$ cat src/rtl/serial_pattern_tx_if.sv
// Host-side job handshake and serial output bundle for serial_pattern_tx.
// The host drives the job fields and start/abort; the transmitter drives the rest.
interface serial_pattern_tx_if #(
  parameter int MAX_LEN = 32,
  parameter int CNT_W   = 8
) ();
  localparam int LEN_W = $clog2(MAX_LEN) + 1;

  logic               start;
  logic               abort;
  logic [MAX_LEN-1:0] pattern;
  logic [LEN_W-1:0]   length;
  logic [CNT_W-1:0]   repeats;
  logic [CNT_W-1:0]   gap;
  logic               ready;
  logic               out;
  logic               out_valid;
  logic               frame_start;
  logic               done;

  modport master (
    output start, abort, pattern, length, repeats, gap,
    input  ready, out, out_valid, frame_start, done
  );

  modport slave (
    input  start, abort, pattern, length, repeats, gap,
    output ready, out, out_valid, frame_start, done
  );
endinterface

$ cat src/rtl/serial_pattern_tx.sv
// Serial bit-pattern transmitter: shifts a captured pattern out MSB-first,
// repeating it with optional idle gaps between frames, one bit per clock.
module serial_pattern_tx #(
  parameter int MAX_LEN = 32,
  parameter int CNT_W   = 8
) (
  input  logic                 clk,
  input  logic                 rst,
  serial_pattern_tx_if.slave   bus
);
  localparam int LEN_W = $clog2(MAX_LEN) + 1;
  localparam int IDX_W = $clog2(MAX_LEN);

  localparam logic [1:0] S_IDLE = 2'd0;
  localparam logic [1:0] S_SEND = 2'd1;
  localparam logic [1:0] S_GAP  = 2'd2;
  localparam logic [1:0] S_DONE = 2'd3;

  logic [1:0]         r_state;
  logic [MAX_LEN-1:0] r_pattern;
  logic [LEN_W-1:0]   r_len;
  logic [IDX_W-1:0]   r_idx;
  logic [CNT_W-1:0]   r_frames_left;
  logic [CNT_W-1:0]   r_gap;
  logic [CNT_W-1:0]   r_gap_cnt;
  logic               r_ready;
  logic               r_out;
  logic               r_out_valid;
  logic               r_frame_start;
  logic               r_done;

  logic [1:0]         w_state_next;
  logic [MAX_LEN-1:0] w_pattern_next;
  logic [LEN_W-1:0]   w_len_next;
  logic [IDX_W-1:0]   w_idx_next;
  logic [CNT_W-1:0]   w_frames_left_next;
  logic [CNT_W-1:0]   w_gap_next;
  logic [CNT_W-1:0]   w_gap_cnt_next;
  logic [LEN_W-1:0]   w_len_clamped;
  logic [IDX_W-1:0]   w_last_idx;
  logic [IDX_W-1:0]   w_last_idx_next;
  logic               w_in_send_next;

  assign w_len_clamped   = (bus.length > LEN_W'(MAX_LEN)) ? LEN_W'(MAX_LEN) : bus.length;
  assign w_last_idx      = IDX_W'(r_len - LEN_W'(1));
  assign w_last_idx_next = IDX_W'(w_len_next - LEN_W'(1));

  always_comb begin
    w_state_next       = r_state;
    w_pattern_next     = r_pattern;
    w_len_next         = r_len;
    w_idx_next         = r_idx;
    w_frames_left_next = r_frames_left;
    w_gap_next         = r_gap;
    w_gap_cnt_next     = r_gap_cnt;
    case (r_state)
      S_IDLE: begin
        if (bus.start) begin
          w_pattern_next     = bus.pattern;
          w_len_next         = w_len_clamped;
          w_gap_next         = bus.gap;
          w_frames_left_next = bus.repeats;
          w_idx_next         = IDX_W'(w_len_clamped - LEN_W'(1));
          w_state_next       = (w_len_clamped == '0) ? S_DONE : S_SEND;
        end
      end
      S_SEND: begin
        if (bus.abort) begin
          w_state_next = S_IDLE;
        end else if (r_idx == '0) begin
          if (r_frames_left == '0) begin
            w_state_next = S_DONE;
          end else begin
            w_frames_left_next = r_frames_left - CNT_W'(1);
            w_idx_next         = w_last_idx;
            w_gap_cnt_next     = r_gap;
            w_state_next       = (r_gap == '0) ? S_SEND : S_GAP;
          end
        end else begin
          w_idx_next = r_idx - IDX_W'(1);
        end
      end
      S_GAP: begin
        if (bus.abort) begin
          w_state_next = S_IDLE;
        end else if (r_gap_cnt == CNT_W'(1)) begin
          w_idx_next   = w_last_idx;
          w_state_next = S_SEND;
        end else begin
          w_gap_cnt_next = r_gap_cnt - CNT_W'(1);
        end
      end
      // The done pulse is already on the output here, so abort changes nothing.
      S_DONE:  w_state_next = S_IDLE;
      default: w_state_next = S_IDLE;
    endcase
  end

  // Outputs are registered from the next-state view so each bit appears in
  // the same cycle its state is entered.
  assign w_in_send_next = (w_state_next == S_SEND);

  always_ff @(posedge clk) begin
    if (rst) begin
      r_state       <= S_IDLE;
      r_pattern     <= '0;
      r_len         <= '0;
      r_idx         <= '0;
      r_frames_left <= '0;
      r_gap         <= '0;
      r_gap_cnt     <= '0;
      r_ready       <= 1'b1;
      r_out         <= 1'b0;
      r_out_valid   <= 1'b0;
      r_frame_start <= 1'b0;
      r_done        <= 1'b0;
    end else begin
      r_state       <= w_state_next;
      r_pattern     <= w_pattern_next;
      r_len         <= w_len_next;
      r_idx         <= w_idx_next;
      r_frames_left <= w_frames_left_next;
      r_gap         <= w_gap_next;
      r_gap_cnt     <= w_gap_cnt_next;
      r_ready       <= (w_state_next == S_IDLE);
      r_out         <= w_in_send_next & w_pattern_next[w_idx_next];
      r_out_valid   <= w_in_send_next;
      r_frame_start <= w_in_send_next && (w_idx_next == w_last_idx_next);
      r_done        <= (w_state_next == S_DONE);
    end
  end

  assign bus.ready       = r_ready;
  assign bus.out         = r_out;
  assign bus.out_valid   = r_out_valid;
  assign bus.frame_start = r_frame_start;
  assign bus.done        = r_done;
endmodule

$ cat src/flat_wrapper.sv
// flat-port wrapper written by rule: the top's interface ports become plain ports
module serial_pattern_tx_flat 
#(
  parameter int MAX_LEN = 32,
  parameter int CNT_W   = 8
)
  (clk, rst, bus_start, bus_abort, bus_pattern, bus_length, bus_repeats, bus_gap, bus_ready, bus_out, bus_out_valid, bus_frame_start, bus_done);
  serial_pattern_tx_if #(.MAX_LEN(MAX_LEN), .CNT_W(CNT_W)) bus_i ();
  input  logic clk;
  input  logic rst;
  input wire logic [$bits(bus_i.start)-1:0] bus_start;
  input wire logic [$bits(bus_i.abort)-1:0] bus_abort;
  input wire logic [$bits(bus_i.pattern)-1:0] bus_pattern;
  input wire logic [$bits(bus_i.length)-1:0] bus_length;
  input wire logic [$bits(bus_i.repeats)-1:0] bus_repeats;
  input wire logic [$bits(bus_i.gap)-1:0] bus_gap;
  output wire logic [$bits(bus_i.ready)-1:0] bus_ready;
  output wire logic [$bits(bus_i.out)-1:0] bus_out;
  output wire logic [$bits(bus_i.out_valid)-1:0] bus_out_valid;
  output wire logic [$bits(bus_i.frame_start)-1:0] bus_frame_start;
  output wire logic [$bits(bus_i.done)-1:0] bus_done;
  assign bus_i.start = bus_start;
  assign bus_i.abort = bus_abort;
  assign bus_i.pattern = bus_pattern;
  assign bus_i.length = bus_length;
  assign bus_i.repeats = bus_repeats;
  assign bus_i.gap = bus_gap;
  assign bus_ready = bus_i.ready;
  assign bus_out = bus_i.out;
  assign bus_out_valid = bus_i.out_valid;
  assign bus_frame_start = bus_i.frame_start;
  assign bus_done = bus_i.done;
  serial_pattern_tx #(.MAX_LEN(MAX_LEN), .CNT_W(CNT_W)) u_core (.clk(clk), .rst(rst), .bus(bus_i));
endmodule
$ cat config.mk
export PLATFORM = sky130hd
export DESIGN_NAME = serial_pattern_tx_flat
export DESIGN_NICKNAME = d
export VERILOG_FILES = /design/src/rtl/serial_pattern_tx_if.sv /design/src/rtl/serial_pattern_tx.sv /design/src/flat_wrapper.sv
export SDC_FILE = /design/constraint.sdc
export NUM_CORES = 1
export LEC_CHECK = 0
export BUFFER_PORTS_ARGS = -buffer_cell sky130_fd_sc_hd__buf_2
export CAP_MARGIN = 20
export CORE_MARGIN = 10
export CORE_UTILIZATION = 50
export CTS_CLUSTER_SIZE = 28
export DETAILED_ROUTE_END_ITERATION = 7
export HOLD_SLACK_MARGIN = 0.03
export PLACE_DENSITY = 0.73
export SYNTH_ARGS = -nofsm -noshare
export SYNTH_HDL_FRONTEND = slang
export SYNTH_SLANG_ARGS = --single-unit
$ cat constraint.sdc
create_clock -name clk -period 4.11 [get_ports clk]
set_input_delay 0.6165 -clock clk [delete_from_list [all_inputs] [get_ports clk]]
set_output_delay 0.6165 -clock clk [all_outputs]
set_load 0.01 [all_outputs]
## After elaboration in Yosys (flattened, before gate mapping)

Index checks and enable logic that the tools add are counted.
W data, S select, Z words.

- Register bits: 74
- Input bits: 58
- Output and inout bits: 5
- Logic and storage cells: 80

- Add/sub/neg operators: 6
- Magnitude comparators: 2
- Eq/ne operators: 13
- Muxes and demuxes: 34
- Bitwise gates (word level): 1
- Reduce and logical (&&, ||, !) cells: 12

Operator list:

| cell | number |
|---|---|
| $mux W8 | 9 |
| $mux W32 | 2 |
| $pmux W8 S2 | 2 |
| $mux W5 | 6 |
| $sub A5 B1 Y5 const B | 4 |
| $mux W6 | 3 |
| $logic_not A8 Y1 | 2 |
| $mux W2 | 8 |
| $sub A8 B1 Y8 const B | 2 |
| $pmux W5 S3 | 1 |
| $ne A2 B2 Y1 const B | 5 |
| $eq A8 B1 Y1 const B | 1 |
| $pmux W2 S4 | 1 |
| $eq A2 B2 Y1 const B | 3 |
| $gt A6 B6 Y1 const B | 1 |
| $logic_not A6 Y1 | 1 |
| $lt A5 B6 Y1 const B | 1 |
| $reduce_and A6 Y1 | 1 |
| $bmux W1 S5 | 1 |
| $eq A5 B5 Y1 | 1 |
| $logic_not A5 Y1 | 1 |
| $reduce_and A5 Y1 | 1 |
| $eq A2 B1 Y1 const B | 2 |
| $logic_not A2 Y1 | 2 |
| 6 further kinds | 7 |

## Longest topological paths before layout

- Word-level depth: 8
- Gate-level depth with buffers: 13
- Gate-level depth less buffers: 12

## Least setup slack after synthesis

OpenSTA, ideal clock, no wires.

- Path type: reg2reg
- Start: reg u_core.r_idx[0]
- End: reg u_core.r_out (netlist: u_core.bus.out)
- Setup time: 136 ps
- Data arrival time: 2675 ps
- Data required time: 3974 ps
- Path slack: 1299 ps
- Cell stages (with the launch flop): 13
- Path buffers: 1
- Period minus slack after synthesis: 2811 ps
- Cell sequence: dfxtp_1 > inv_1 > ha_1 > or4b_1 > a21oi_1 > a21oi_1 > o211a_1 > buf_2 > mux2_1 > a21oi_1 > o21ai_1 > a21oi_1 > o311ai_2

- Longest elaborated chain between the ends: 7
- Elaborated cells on any way between the ends: 16
- Classes of those cells: 1 x add/sub; 1 x eq/ne; 12 x mux; 1 x bitwise; 1 x reduce/logical

RTL lines:

| item | line | source |
|---|---|---|
| start, declared | serial_pattern_tx.sv:22 | `logic [IDX_W-1:0] r_idx;` |
| start signal, assigned | serial_pattern_tx.sv:121 | `r_idx <= w_idx_next;` |
| $sub A5 B1 Y5, or another cell as far along | serial_pattern_tx.sv:80 | `w_idx_next = r_idx - IDX_W'(1);` |
| $mux W5 | serial_pattern_tx.sv:70 | `end else if (r_idx == '0) begin` |
| $mux W5 | serial_pattern_tx.sv:68 | `if (bus.abort) begin` |
| $pmux W5 S3 | serial_pattern_tx.sv:56 | `case (r_state)` |
| $bmux W1 S5 | serial_pattern_tx.sv:126 | `r_out <= w_in_send_next & w_pattern_next[w_idx_next];` |
| $mux W1 (implied by the code) | serial_pattern_tx.sv:126 |  |
| $and A1 B1 Y1 (*) | serial_pattern_tx.sv:126 |  |
| end signal, assigned | serial_pattern_tx.sv:126 |  |
| end, declared | serial_pattern_tx.sv:27 | `logic r_out;` |

Every way passes the cells marked *; elsewhere a longest branch is shown, timed or not. The select of a mux whose other input is x is not followed.
A chain may end at the register's enable or synchronous reset.

## Final worst setup path

Ends and elaborated chain as after synthesis.

==> out/metrics.cfg <==
[status]
outcome=completed

[finish]
antenna_cells=0
area_delta_synth_final_pct=12.77
mostFrequentLayoutCells=120 x nand2_1, 75 x a21oi_1, 73 x dfxtp_1
fin_nets=661
drive_gt1_share_pct=16.86
mostFrequentLayoutCell=nand2_1
final_area_um2=4730
finish.utilization_pct=57.85

[timing]
hold_viol=0
tightest_slew_ns=0.8567
setup_viol=0
drv_slew=0
rsz0062_at_grt=false
fmax_ghz=0.2877
clock_skew_ns=0.004006
fin_crit_sh_pct=84.58
fin_crit_ns=3.476
relSlewSlack_pct=42.46
setup_tns_ns=0

[floorplanning]
core_um2=8175
rows=33
die_area_um2=12450
num_io_pins=63
initial_core_util_pct=51.30
die_w_um=111.6
die_h_um=111.6

[pwr]
ir_drop_uv=190.2
switching_power_w=0.0006426
p_leak_nw=1.902
combPwrFrac_pct=28.5
p_per_area_nw_per_um2=405.2
p_int_w=0.001274
power_w=0.001916
switching_share_pct=33.54
pwr-share-seq_pct=42.0
power_frac_clock_pct=29.5

[yosys]
seq_area_frac_synth_pct=34.84
synth-edff-count=0
synth_top_flop_cell=dfxtp_1
yosysUniqueCellTypes=65
synth_nets=618
async_reset_ff_share_pct=0
syn_inst=551
avgSynthCellArea_um2=7.612
yosys_warnings=0
synth_area_um2=4194
ys_ff_latch=73

[clock_tree]
clk_path_buf_depth=2
clock_latency_ns=0.34
post-cts-setup-buffers=0
clock-sinks=73
tritoncts=done
clk_pin_slew_worst_paths_ns=0.08
hold_buffers=0
htreeDepth=3
ctsRootBufferMaster=clkbuf_8
cts.repair.resized=0
numCtsBuffers=9

[setup_path]
worstPathArrival_ns=3.72
r2r_start=u_core.r_idx[0]$_SDFF_PP0_
cpMostUsedCell=mux2i_1
worstPathMaxFanout=12
start_kind=flip-flop
r2r-end=u_core.bus.out$_SDFF_PP0_
slowest_delay_ns=0.78
cp-end-kind=flip-flop
timing.reg2reg.setup_slack_ns=0.63
crit_required_ns=4.36
critical_path.top_delay_family=simple AND/OR/NAND/NOR gates
worstRegToRegCells=11
critPathKind=flip-flop to flip-flop
crit_chain=inv_1, ha_1, nor4b_1, nor3_1, o21a_1, nor4_4, mux2i_1, mux2i_1, nand4_1, o211a_1, o311ai_2
crit_path_top_delay_cell=nor4_4
path_buf_inv=1

[min_path]
min-delay-start=u_core.r_pattern[27]$_SDFF_PP0_
hp-class=flip-flop to flip-flop
min_to=u_core.r_pattern[27]$_SDFF_PP0_
holdPathStages=2

[placement]
gp_congestion=0.9193
hpwlAfterDp_um=7863
portBuffers=62
placed_area_um2=4533

[global_routing]
grt_max_degree=68
grt_first_pass_wirelength_um=18190
grt_usage_pct=16.81
antenna_found_initial=0
grt_pass1_vias=3899
gr-total-overflow=0

[routing]
wl_um=11070
vias=4128
drtPass1Iterations=5
drcViolationCount=0
via_per_inst=5.864
dr.first_iter.drc_count=254
antenna_left=0
wl_per_cell_um=15.72

[run]
cap_violations=0

==> power groups by stage <==
| stage | logic (W) | clock network (W) | registers (W) |
|---|---|---|---|
| CTS | 0.000541 | 0.000583 | 0.000803 |
| floorplan | 0.000418 | 0 | 0.000808 |
| finish | 0.000546 | 0.000565 | 0.000805 |
| global placement | 0.000523 | 0 | 0.000818 |
| global route | 0.000607 | 0.000604 | 0.000812 |
| detailed placement | 0.000538 | 0 | 0.000820 |
==> cell families after synthesis <==
group / synth area share, %
buffers and inverters: 4.982
AND/OR/NAND/NOR: 25.93
adder cells (fa/ha/maj): 2.685
XOR/XNOR: 2.506
flip-flops: 34.84
multiplexers: 6.056
AO/OA/AOI/OAI: 23.00
==> area by class of cell <==
class / count / area [µm²]
multi-input cells: 427 / 2529
fillers: 804 / 3446
flip-flops and latches: 73 / 1461
repair buffers: 68 / 355.3
clock buffers: 11 / 141.4
inverters: 15 / 56.30
well taps: 105 / 131.4
clock inverters: 5 / 55.05
==> synth_stat cells (8+ instances only) <==
library cell	count	area share [%]
clkbuf_1	24	2.1
ha_1	9	2.7
dfxtp_1	73	35
nor3_1	12	1.4
inv_1	13	1.2
a211oi_1	8	1.4
nor2_1	44	3.9
o21ai_0	19	2.3
a21oi_1	75	8.9
nand2_1	120	11
mux2i_1	13	3.1
nand3_1	8	0.95
==> flip-flops by register name, indices dropped and copies added, names as in the netlist, 2 cells and up <==
name,cells
u_core.r_pattern,32
u_core.r_gap_cnt,8
u_core.r_state,2
u_core.r_frames_left,8
u_core.r_gap,8
u_core.r_idx,5
u_core.r_len,5
==> per-stage QoR <==
step                setup WS (ns)  hold WS, ns  instances
floorplan                   1.299       0.4286        551
global placement           0.8356       0.4362        688
detailed placement         0.6017       0.4423        688
CTS                        0.6771       0.4523        704
global route               0.3173       0.4736        704
finish                     0.6337       0.4507        704
==> tightest hold or removal path, cell delays in order, from the launching register on <==
cell	delay [ns]
dfxtp_1	0.31
nand2_1	0.05
a21oi_1	0.05
==> worst max-delay path by stage <==
stage | start | end | cells past startpoint
detailed placement | bus_length[5] | u_core.bus.out$_SDFF_PP0_ | 11
CTS | u_core.r_frames_left[0]$_SDFFE_PP0P_ | u_core.bus.out$_SDFF_PP0_ | 11
global placement | bus_length[5] | u_core.bus.out$_SDFF_PP0_ | 11
floorplan | u_core.r_idx[0]$_SDFF_PP0_ | u_core.bus.out$_SDFF_PP0_ | 12
finish | u_core.r_idx[0]$_SDFF_PP0_ | u_core.bus.out$_SDFF_PP0_ | 11
global route | u_core.r_frames_left[0]$_SDFFE_PP0P_ | u_core.bus.out$_SDFF_PP0_ | 11
==> layer usage <==
| layer | share of wire [%] | GRT usage [%] | up-vias |
|---|---|---|---|
| li1 | - | - | 2033 |
| met1 | 45 | 21.66 | 1931 |
| met3 | 6.9 | 4.187 | 23 |
| met5 | 0 | 0 | - |
| met4 | 2.2 | 6.855 | 0 |
| met2 | 46 | 26.22 | 141 |
Power figures use the tool's default switching activity.
